## config.mk

```make
export PLATFORM = sky130hd
export DESIGN_NAME = bus_arbiter
export DESIGN_NICKNAME = d
export VERILOG_FILES = /design/src/rtl/bus_arbiter.sv
export SDC_FILE = /design/constraint.sdc
export NUM_CORES = 1
export LEC_CHECK = 0
export BUFFER_PORTS_ARGS = -buffer_cell sky130_fd_sc_hd__buf_2
export CAP_MARGIN = 20
export CORE_MARGIN = 2
export CORE_UTILIZATION = 50
export CTS_CLUSTER_SIZE = 30
export DETAILED_ROUTE_END_ITERATION = 12
export GPL_ROUTABILITY_DRIVEN = 1
export GPL_TIMING_DRIVEN = 0
export PLACE_DENSITY = 0.84
export SLEW_MARGIN = 25
export SYNTH_ARGS = -nofsm -noshare
export SYNTH_HDL_FRONTEND = slang
export SYNTH_SLANG_ARGS = --single-unit
```

## constraint.sdc

```tcl
create_clock -name i_clk -period 2.8 [get_ports i_clk]
set_input_delay 0.28 -clock i_clk [delete_from_list [all_inputs] [get_ports i_clk]]
set_output_delay 0.28 -clock i_clk [all_outputs]
set_load 0.01 [all_outputs]
```

## src/rtl/bus_arbiter.sv

```systemverilog
// bus_arbiter: two-master, one-slave arbiter for the shared 16-bit memory bus.
// Master 0 (VGA fetch, read-only) has priority. Master 1 (UART, read/write) is
// guaranteed a grant after at most M0_BURST consecutive m0 grants while it waits.
// Grants are registered and atomic. Each master gets its own ack and read data.
// Optional feature macro: ARB_TIMEOUT_EN. When defined, a grant the slave never
// acks is aborted after TIMEOUT_CYCLES cycles. The master then gets an ack with
// zero data, and o_timeout pulses. Without the macro, grants wait indefinitely
// and o_timeout is tied low.
module bus_arbiter #(
  parameter int ADDR_W         = 16,
  parameter int DATA_W         = 16,
  parameter int M0_BURST       = 4,
  parameter int TIMEOUT_CYCLES = 16
) (
  input  logic              i_clk,
  input  logic              i_reset_n,
  // master 0: read-only, high priority
  input  logic              i_m0_cs,
  input  logic [ADDR_W-1:0] i_m0_addr,
  output logic [DATA_W-1:0] o_m0_dat,
  output logic              o_m0_ack,
  // master 1: read/write, low priority with guaranteed service
  input  logic              i_m1_cs,
  input  logic              i_m1_we,
  input  logic [ADDR_W-1:0] i_m1_addr,
  input  logic [DATA_W-1:0] i_m1_dat,
  output logic [DATA_W-1:0] o_m1_dat,
  output logic              o_m1_ack,
  // shared slave bus
  output logic              o_cs,
  output logic              o_we,
  output logic [ADDR_W-1:0] o_addr,
  output logic [DATA_W-1:0] o_dat,
  input  logic [DATA_W-1:0] i_dat,
  input  logic              i_ack,
  // status
  output logic [1:0]        o_grant,
  output logic              o_timeout
);

  typedef enum logic [1:0] {
    IDLE = 2'd0,
    GNT0 = 2'd1,
    GNT1 = 2'd2
  } state_t;

  // The burst limit is at most 15, so a 4-bit counter always holds it.
  localparam logic [3:0] BURST_LIMIT = 4'(M0_BURST);

  state_t     state;
  logic [3:0] burst_cnt;
  logic [3:0] burst_next;
  logic       m0_wins;

  // m0 wins the IDLE decision unless m1 is also waiting and m0 has used its burst
  assign m0_wins = i_m0_cs && (!i_m1_cs || (burst_cnt < BURST_LIMIT));

  // Count of consecutive m0 grants taken while m1 waits, saturating at the limit
  assign burst_next = (burst_cnt >= BURST_LIMIT) ? BURST_LIMIT : burst_cnt + 4'd1;

`ifdef ARB_TIMEOUT_EN
  localparam int                TMO_W     = $clog2(TIMEOUT_CYCLES + 1);
  localparam logic [TMO_W-1:0]  TMO_LIMIT = TMO_W'(TIMEOUT_CYCLES);

  logic [TMO_W-1:0] tmo_cnt;
  logic             tmo_expired;

  // The grant is abandoned once the wait counter reaches the limit
  assign tmo_expired = (tmo_cnt == TMO_LIMIT);
`else
  // TIMEOUT_CYCLES has no effect in this build. Grants wait for i_ack forever.
  logic unused_timeout_cfg;
  assign unused_timeout_cfg = (TIMEOUT_CYCLES > 0);

  // Without the watchdog, the abort pulse is constant zero
  assign o_timeout = 1'b0;
`endif

  // Arbiter FSM. Every bus and response output is registered here.
  always_ff @(posedge i_clk or negedge i_reset_n) begin
    if (!i_reset_n) begin
      state     <= IDLE;
      burst_cnt <= 4'd0;
      o_cs      <= 1'b0;
      o_we      <= 1'b0;
      o_addr    <= '0;
      o_dat     <= '0;
      o_grant   <= 2'b00;
      o_m0_dat  <= '0;
      o_m0_ack  <= 1'b0;
      o_m1_dat  <= '0;
      o_m1_ack  <= 1'b0;
`ifdef ARB_TIMEOUT_EN
      tmo_cnt   <= '0;
      o_timeout <= 1'b0;
`endif
    end else begin
      o_m0_ack <= 1'b0;
      o_m1_ack <= 1'b0;
`ifdef ARB_TIMEOUT_EN
      o_timeout <= 1'b0;
`endif
      case (state)
        IDLE: begin
          if (m0_wins) begin
            state   <= GNT0;
            o_cs    <= 1'b1;
            o_we    <= 1'b0;
            o_addr  <= i_m0_addr;
            o_grant <= 2'b01;
            if (i_m1_cs) begin
              burst_cnt <= burst_next;
            end else begin
              burst_cnt <= 4'd0;
            end
`ifdef ARB_TIMEOUT_EN
            tmo_cnt <= '0;
`endif
          end else if (i_m1_cs) begin
            state     <= GNT1;
            o_cs      <= 1'b1;
            o_we      <= i_m1_we;
            o_addr    <= i_m1_addr;
            o_dat     <= i_m1_dat;
            o_grant   <= 2'b10;
            burst_cnt <= 4'd0;
`ifdef ARB_TIMEOUT_EN
            tmo_cnt <= '0;
`endif
          end
        end

        GNT0: begin
          if (i_ack) begin
            state    <= IDLE;
            o_cs     <= 1'b0;
            o_we     <= 1'b0;
            o_grant  <= 2'b00;
            o_m0_dat <= i_dat;
            o_m0_ack <= 1'b1;
`ifdef ARB_TIMEOUT_EN
          end else if (tmo_expired) begin
            state     <= IDLE;
            o_cs      <= 1'b0;
            o_we      <= 1'b0;
            o_grant   <= 2'b00;
            o_m0_dat  <= '0;
            o_m0_ack  <= 1'b1;
            o_timeout <= 1'b1;
          end else begin
            tmo_cnt <= tmo_cnt + 1'b1;
`endif
          end
        end

        GNT1: begin
          if (i_ack) begin
            state    <= IDLE;
            o_cs     <= 1'b0;
            o_we     <= 1'b0;
            o_grant  <= 2'b00;
            o_m1_dat <= i_dat;
            o_m1_ack <= 1'b1;
`ifdef ARB_TIMEOUT_EN
          end else if (tmo_expired) begin
            state     <= IDLE;
            o_cs      <= 1'b0;
            o_we      <= 1'b0;
            o_grant   <= 2'b00;
            o_m1_dat  <= '0;
            o_m1_ack  <= 1'b1;
            o_timeout <= 1'b1;
          end else begin
            tmo_cnt <= tmo_cnt + 1'b1;
`endif
          end
        end

        default: begin
          state   <= IDLE;
          o_cs    <= 1'b0;
          o_we    <= 1'b0;
          o_grant <= 2'b00;
        end
      endcase
    end
  end

endmodule

```

==> results of run 1 <==
critical path, stage by stage (launching register included):
cell and delay, ps:
dfrtp_1 400, inv_1 80, ha_1 190, nand2_1 300, buf_2 330, mux2_2 370
registers in the layout, summed over array words and instances, names as in the netlist:
| signal | flops |
|---|---|
| o_m0_ack | 1 |
| o_addr | 16 |
| state | 2 |
| o_m1_dat | 16 |
| o_m0_dat | 16 |
| o_dat | 16 |
| o_cs | 1 |
| burst_cnt | 4 |
| o_m1_ack | 1 |
| o_we | 1 |
layout make-up:
| cell class | count | area, um2 |
|---|---|---|
| plain buffers | 15 | 96.34 |
| clock buffers | 11 | 151.4 |
| clock inverters | 5 | 86.33 |
| fillers | 445 | 1793 |
| inverters | 4 | 15.01 |
| multi-input cells | 141 | 1140 |
| flip-flops and latches | 74 | 1852 |
| well taps | 75 | 93.84 |
| repair buffers | 141 | 728.2 |
timing repair:
item	CTS	global route
resized for setup	0	0
hold endpoints to repair	32	0
hold buffers	1	0
kinds of logic after synthesis:
family | count (synthesis) | synth area share (%)
flip-flops | 74 | 59.68
AND/OR/NAND/NOR | 61 | 9.638
multiplexers | 48 | 18.63
AO/OA/AOI/OAI | 27 | 6.734
buffers and inverters | 19 | 3.588
adder cells (fa/ha/maj) | 4 | 1.613
other | 1 | 0.1209
cell usage in the layout (no fill, tap or decap), types with 2 or more instances in the layout:
cell / Yosys / layout
buf_2: 8 / 146
dfrtp_1: 74 / 74
mux2_2: 38 / 38
nand2_1: 37 / 37
nand4_1: 16 / 16
o211ai_1: 16 / 16
clkbuf_8: 0 / 11
mux2_4: 10 / 10
inv_1: 4 / 4
ha_1: 4 / 4
and2_1: 3 / 3
a32o_1: 3 / 3
clkbuf_1: 3 / 3
clkinv_4: 0 / 3
buf_6: 2 / 2
nor2_1: 2 / 2
a21o_1: 2 / 2
o21ai_0: 2 / 2
a22o_1: 2 / 2
buf_4: 1 / 2
bufinv_16: 0 / 2
power groups by stage:
stage,registers [mW],clock network [mW],logic (mW)
finish,1.85,0.950,1.96
global route,1.92,1.03,2.16
CTS,1.85,0.972,1.99
detailed placement,1.87,0,1.98
global placement,1.83,0,1.91
floorplan,2.10,0,0.933
final timing paths:
check | endpoint | slack, ps
worst min-delay path | o_dat[10]$_DFFE_PN0P_ | 170
max in group asynchronous | o_m0_dat[13]$_DFFE_PN0P_ | 1820
min in group asynchronous | o_dat[5]$_DFFE_PN0P_ | 420
worst max-delay path | o_m1_dat[12]$_DFFE_PN0P_ | 1010
worst max register to register | o_m1_dat[12]$_DFFE_PN0P_ | 1010
worst min register to register | o_cs$_DFFE_PN0P_ | 480
per-stage QoR:
step | util (%) | setup slack, ps
2_1_floorplan | - | 1116
3_3_place_gp | 65.36 | 1050
3_5_place_dp | 65.74 | 1008
4_1_cts | 69.90 | 988.6
5_1_grt | 69.90 | 863.8
6_report | 69.90 | 1012
layer usage:
layer	vias up	GRT usage (%)	routed length, um
met5	-	0	0
met4	0	8.852	99
met3	10	5.411	580
met2	97	37.18	3512
met1	1159	24.22	2844
li1	1132	-	-
==> impl_results.md, run 1 <==
- RSZ-0062 raised after global routing: false
- Vias/cell: roughly 5
- CP max FO: 10
- Hold Crit Class: in -> reg
- Row cnt: 28
- Post-synth EDFFs: 0
- Flop pwr share: between 30% and 40%
- H-Tree Depth: 3
- Dpl hpwl: 5267 um
- Seq/Total Area, Yosys: between 50% and 60%
- Yosys top cell by area: dfrtp_1
- Hold Vio Cnt, Final: 0
- CTS Root Cell: clkbuf_8
- Die area: 6852 um2
- Internal: slightly above 3 mW
- Maximum vdd drop: between 0.5 and 0.6 mV
- Setup violators final: 0
- Antenna cell count: 0
- I/O Buffers: about 140
- Sink Count: 74
- TritonRoute pass-1 iters: 4
- Largest net degree at the start of global routing: between 40 and 50
- Nets: 460
- Critical path required time: about 3000 ps
- Final min period: roughly 1800 ps
- Num CTS Buffers: 9
- Worst flop-to-flop path startpoint: state[0]$_DFFE_PN0P_
- Yosys cell types: 25
- Switch Pwr: roughly 1.6 mW
- Antenna Nets Post-Route: 0
- P_leak: around 2.1 nW
- Die Y-Extent: 82.78 um
- FF+latch count, synth: 74
- Share of layout cells above drive strength 1: between 50 and 60%
- CP Launch Type: flip-flop
- Logic pwr share: 41.1%
- Ys flop type: dfrtp_1
- Grt ovf: 0
- GRT Total Usage: a little over a fifth
- Placed cell count: approximately 450
- Die W: between 80 and 90 um
- Cell area power density: ~1100 nW/um2
- Critical hold path startpoint: i_m1_dat[10]
- Worst setup path start: state[0]$_DFFE_PN0P_
- First-pass GRT wire length: between 10000 and 15000 um
- Worst skew pair latency: 340 ps
- Initial Util: between 50 and 60%
- CORE AREA: 5956 um2
- Post-Syn Instances: ~230
- Vias in the first global route: about 2300
- Hold WS: about 170 ps
- Clk pwr share: between 20% and 30%
- Ranking of synthesized cells by area: dfrtp_1, mux2_2, mux2_4, nand2_1, o211ai_1
- R2R cell count: 5
- Routed Wire Length: 7035 um
- DRC Markers: 0
- Most numerous cell in the Yosys netlist: dfrtp_1
- Finished Layout Cells: about 470
- Mapped Avg Cell Area: about 13 um2
- Mapped Area: ~3100 um2
- CTS max path bufs: 2
- Via count: roughly 2400
- Final Slew Violations: 0
- Syn Nets: ~300
- Clk pin slew, worst setup/hold paths: 80 ps
- Async S/R FF share, synth: between 90% and 100%
- Routability-driven placement congestion ratio: approximately 0.77
- Initial antenna violation count: 0
- Yosys Warn Count: 0
- Min-Delay Path Depth: 2
- WL per Instance: ~15 um
- Worst Skew: 9.820 ps
- Area grow syn2layout: 34.15%
- Post-synth top area share: between 50% and 60%
- Switching Fraction: between 30% and 40%
- Area post-placement: 3915 um2
- Worst Path Arrival: ~2000 ps
- Setup crit end kind: flip-flop
- Detailed router's first-iteration violation count: 75
- Final instance area: ~4200 um2
- Post-CTS setup buffers: 0
- Max cap viols: 0
- Crit Path Class: reg -> reg
- I/O pins: about 140
- Fmax: about 560 MHz
- Tcrit/Tclk final: 63.86%
- Synth cell count leaders: dfrtp_1, mux2_2, nand2_1
- Overall Power: 4.760 mW
- Status: finished, final reports clean
- Final setup TNS: 0 ps
- TritonCTS clock tree: done
Power figures use the tool's default switching activity.
==> run 2: changes to the inputs <==
--- a/config.mk
+++ b/config.mk
@@ -8,12 +8,12 @@
 export BUFFER_PORTS_ARGS = -buffer_cell sky130_fd_sc_hd__buf_2
 export CAP_MARGIN = 20
 export CORE_MARGIN = 2
-export CORE_UTILIZATION = 50
+export CORE_UTILIZATION = 42
 export CTS_CLUSTER_SIZE = 30
 export DETAILED_ROUTE_END_ITERATION = 12
 export GPL_ROUTABILITY_DRIVEN = 1
 export GPL_TIMING_DRIVEN = 0
-export PLACE_DENSITY = 0.84
+export PLACE_DENSITY = 0.76
 export SLEW_MARGIN = 25
 export SYNTH_ARGS = -nofsm -noshare
 export SYNTH_HDL_FRONTEND = slang
==> constraint.sdc (replaced) <==
create_clock -name i_clk -period 1.5 [get_ports i_clk]
set_input_delay 0.15 -clock i_clk [delete_from_list [all_inputs] [get_ports i_clk]]
set_output_delay 0.15 -clock i_clk [all_outputs]
set_load 0.01 [all_outputs]
==> run 2 against run 1 <==
  * The run now ends with negative setup slack left
  * Hold slack worse by 130 ps
  * Register-to-register slack lost 1100 ps
  * First-iteration DRC count shrank 41%
  * Count of clock-buffer cells in the layout stayed put
  * Clock power up 69%
  * Global-route usage is 3.1 points lower
  * Flip-flop and latch count unchanged
  * Clock skew is 1.4 ps higher
  * Critical path type unchanged
==> impl_results.md, run 2 (synthesis results as in run 1) <==
- Status: finished, violations left
- Violated checks: negative setup slack
- Placed cell count: about 470
- Die Y-Extent: approximately 90 um
- Critical hold path startpoint: i_m1_dat[13]
- Max cap viols: 0
- TritonRoute pass-1 iters: 5
- Worst skew pair latency: about 340 ps
- Final Slew Violations: 0
- Dpl hpwl: between 5000 and 6000 um
- Largest net degree at the start of global routing: 40
- Grt ovf: 0
- Vias/cell: slightly below 5
- DRC Markers: 0
- Routability-driven placement congestion ratio: roughly 0.77
- CORE AREA: 7214 um2
- Sequential Area: 1852 um2
- CTS max path bufs: 2
- Clk pin slew, worst setup/hold paths: ~80 ps
- First-pass GRT wire length: 11660 um
- Num CTS Buffers: 9
- TritonCTS clock tree: done
- Antenna Nets Post-Route: 0
- Worst-margin pin slew: around 510 ps
- P_leak: 2.235 nW
- WL per Instance: ~15 um
- Worst flop-to-flop path startpoint: state[1]$_DFFE_PN0P_
- R2r setup slk: -130 ps
- Fmax: approximately 610 MHz
- FILL cells: approximately 620
- Routed Wire Length: 7385 um
- GRT Total Usage: 17.94%
- Worst flop-to-flop path endpoint: o_dat[8]$_DFFE_PN0P_
- Die area: 8092 um2
- H-Tree Depth: 3
- Cell area power density: between 2000 and 2500 nW/um2
- Most common cell after layout, fill and taps aside: buf_2
- Antenna cell count: 0
- Finished Layout Cells: about 510
- Tcrit/Tclk final: 108.5%
- CP max FO: 5
- Final core occ: between 60% and 70%
- CTS Root Cell: clkbuf_8
- Final min period: approximately 1600 ps
- Die W: about 90 um
- Commonest non-fill, non-tap cells in the layout: buf_2, dfrtp_1, mux2_2
- I/O pins: roughly 140
- Maximum vdd drop: roughly 0.86 mV
- Via count: around 2500
- Vias in the first global route: 2455
- Final instance area: 4420 um2
- Hold Crit Class: in -> reg
- Crit Path Class: reg -> reg
- Worst setup margin: -128.0 ps
- Setup crit end kind: flip-flop
- Worst Path Arrival: 1850 ps
- Initial antenna violation count: 0
- Area post-placement: 3971 um2
- Max-slew headroom: around two thirds
- I/O Buffers: about 140
- Nets: approximately 480
- Overall Power: 9.184 mW
- Footprint of the multi-input gates: around 1300 um2
- Setup violators final: 25
- Hold Vio Cnt, Final: 0
- Initial Util: roughly 43%
- Sink Count: 74
- R2R cell count: 8
- Row cnt: 31
- Min-Delay Path Depth: 2
- Worst Skew: around 11 ps
- Area grow syn2layout: 42.46%
- Detailed router's first-iteration violation count: 44
- Share of layout cells above drive strength 1: 60.59%
- RSZ-0062 raised after global routing: true
- Worst Hold Path EP: o_dat[13]$_DFFE_PN0P_
- Critical path required time: 1720 ps
- CP Launch Type: flip-flop
[run 2: stage by stage]
step / hold WS, ps / TNS (ps) / setup WS [ps]
after floorplan: -145.6 / -1253 / -124.0
after global placement: 382.8 / -12510 / -175.0
after detailed placement: 150.7 / -6696 / -232.0
after CTS: 20.14 / -2032 / -126.7
after global routing: 21.96 / -5270 / -198.1
final: 35.84 / -1425 / -128.0
[run 2: timing repair]
item / CTS / global route
hold buffers: 1 / 0
buffers inserted: 7 / 6
hold endpoints to repair: 38 / 0
setup endpoints to repair: 57 / 72
gates cloned: 1 / 4
pin swaps: 1 / 4
gates resized for setup: 8 / 15
[run 2: metal layers]
| metal | vias up | global-route usage, % | wire [um] |
|---|---|---|---|
| li1 | 1168 | - | - |
| met1 | 1169 | 22.12 | 3295 |
| met3 | 11 | 4.359 | 401 |
| met2 | 102 | 30.87 | 3596 |
| met4 | 0 | 6.410 | 92 |
| met5 | - | 0 | 0 |
[run 2: area by class of cell]
class	count	share of cell area [%]
clock inverters	5	1.387
flip-flops and latches	74	41.89
plain buffers	13	2.264
well taps	99	2.802
repair buffers	154	19.53
inverters	4	0.3397
multi-input cells	145	28.36
clock buffers	11	3.425
[run 2: power by group]
part           switching (mW)  total, mW  internal [mW]
logic                    2.00       4.13           2.13
clock network           0.746       1.61          0.865
registers               0.479       3.44           2.96
total                    3.22       9.18           5.96
[run 2: worst max path at each step]
stage	startpoint	to	depth (start not counted)
3_5_place_dp	state[1]$_DFFE_PN0P_	o_addr[10]$_DFFE_PN0P_	7
6_report	state[1]$_DFFE_PN0P_	o_dat[8]$_DFFE_PN0P_	8
2_1_floorplan	state[1]$_DFFE_PN0P_	o_dat[0]$_DFFE_PN0P_	7
3_3_place_gp	state[1]$_DFFE_PN0P_	o_dat[4]$_DFFE_PN0P_	7
5_1_grt	state[1]$_DFFE_PN0P_	o_dat[4]$_DFFE_PN0P_	8
4_1_cts	state[0]$_DFFE_PN0P_	o_dat[8]$_DFFE_PN0P_	8
[run 2: worst max-delay path, stage by stage, from the launching register on]
cell and delay (ps):
dfrtp_1 390, inv_2 90, ha_4 130, and2_4 130, nor2b_4 140, buf_6 120, buf_12 100, buf_12 110
mux2_4 300
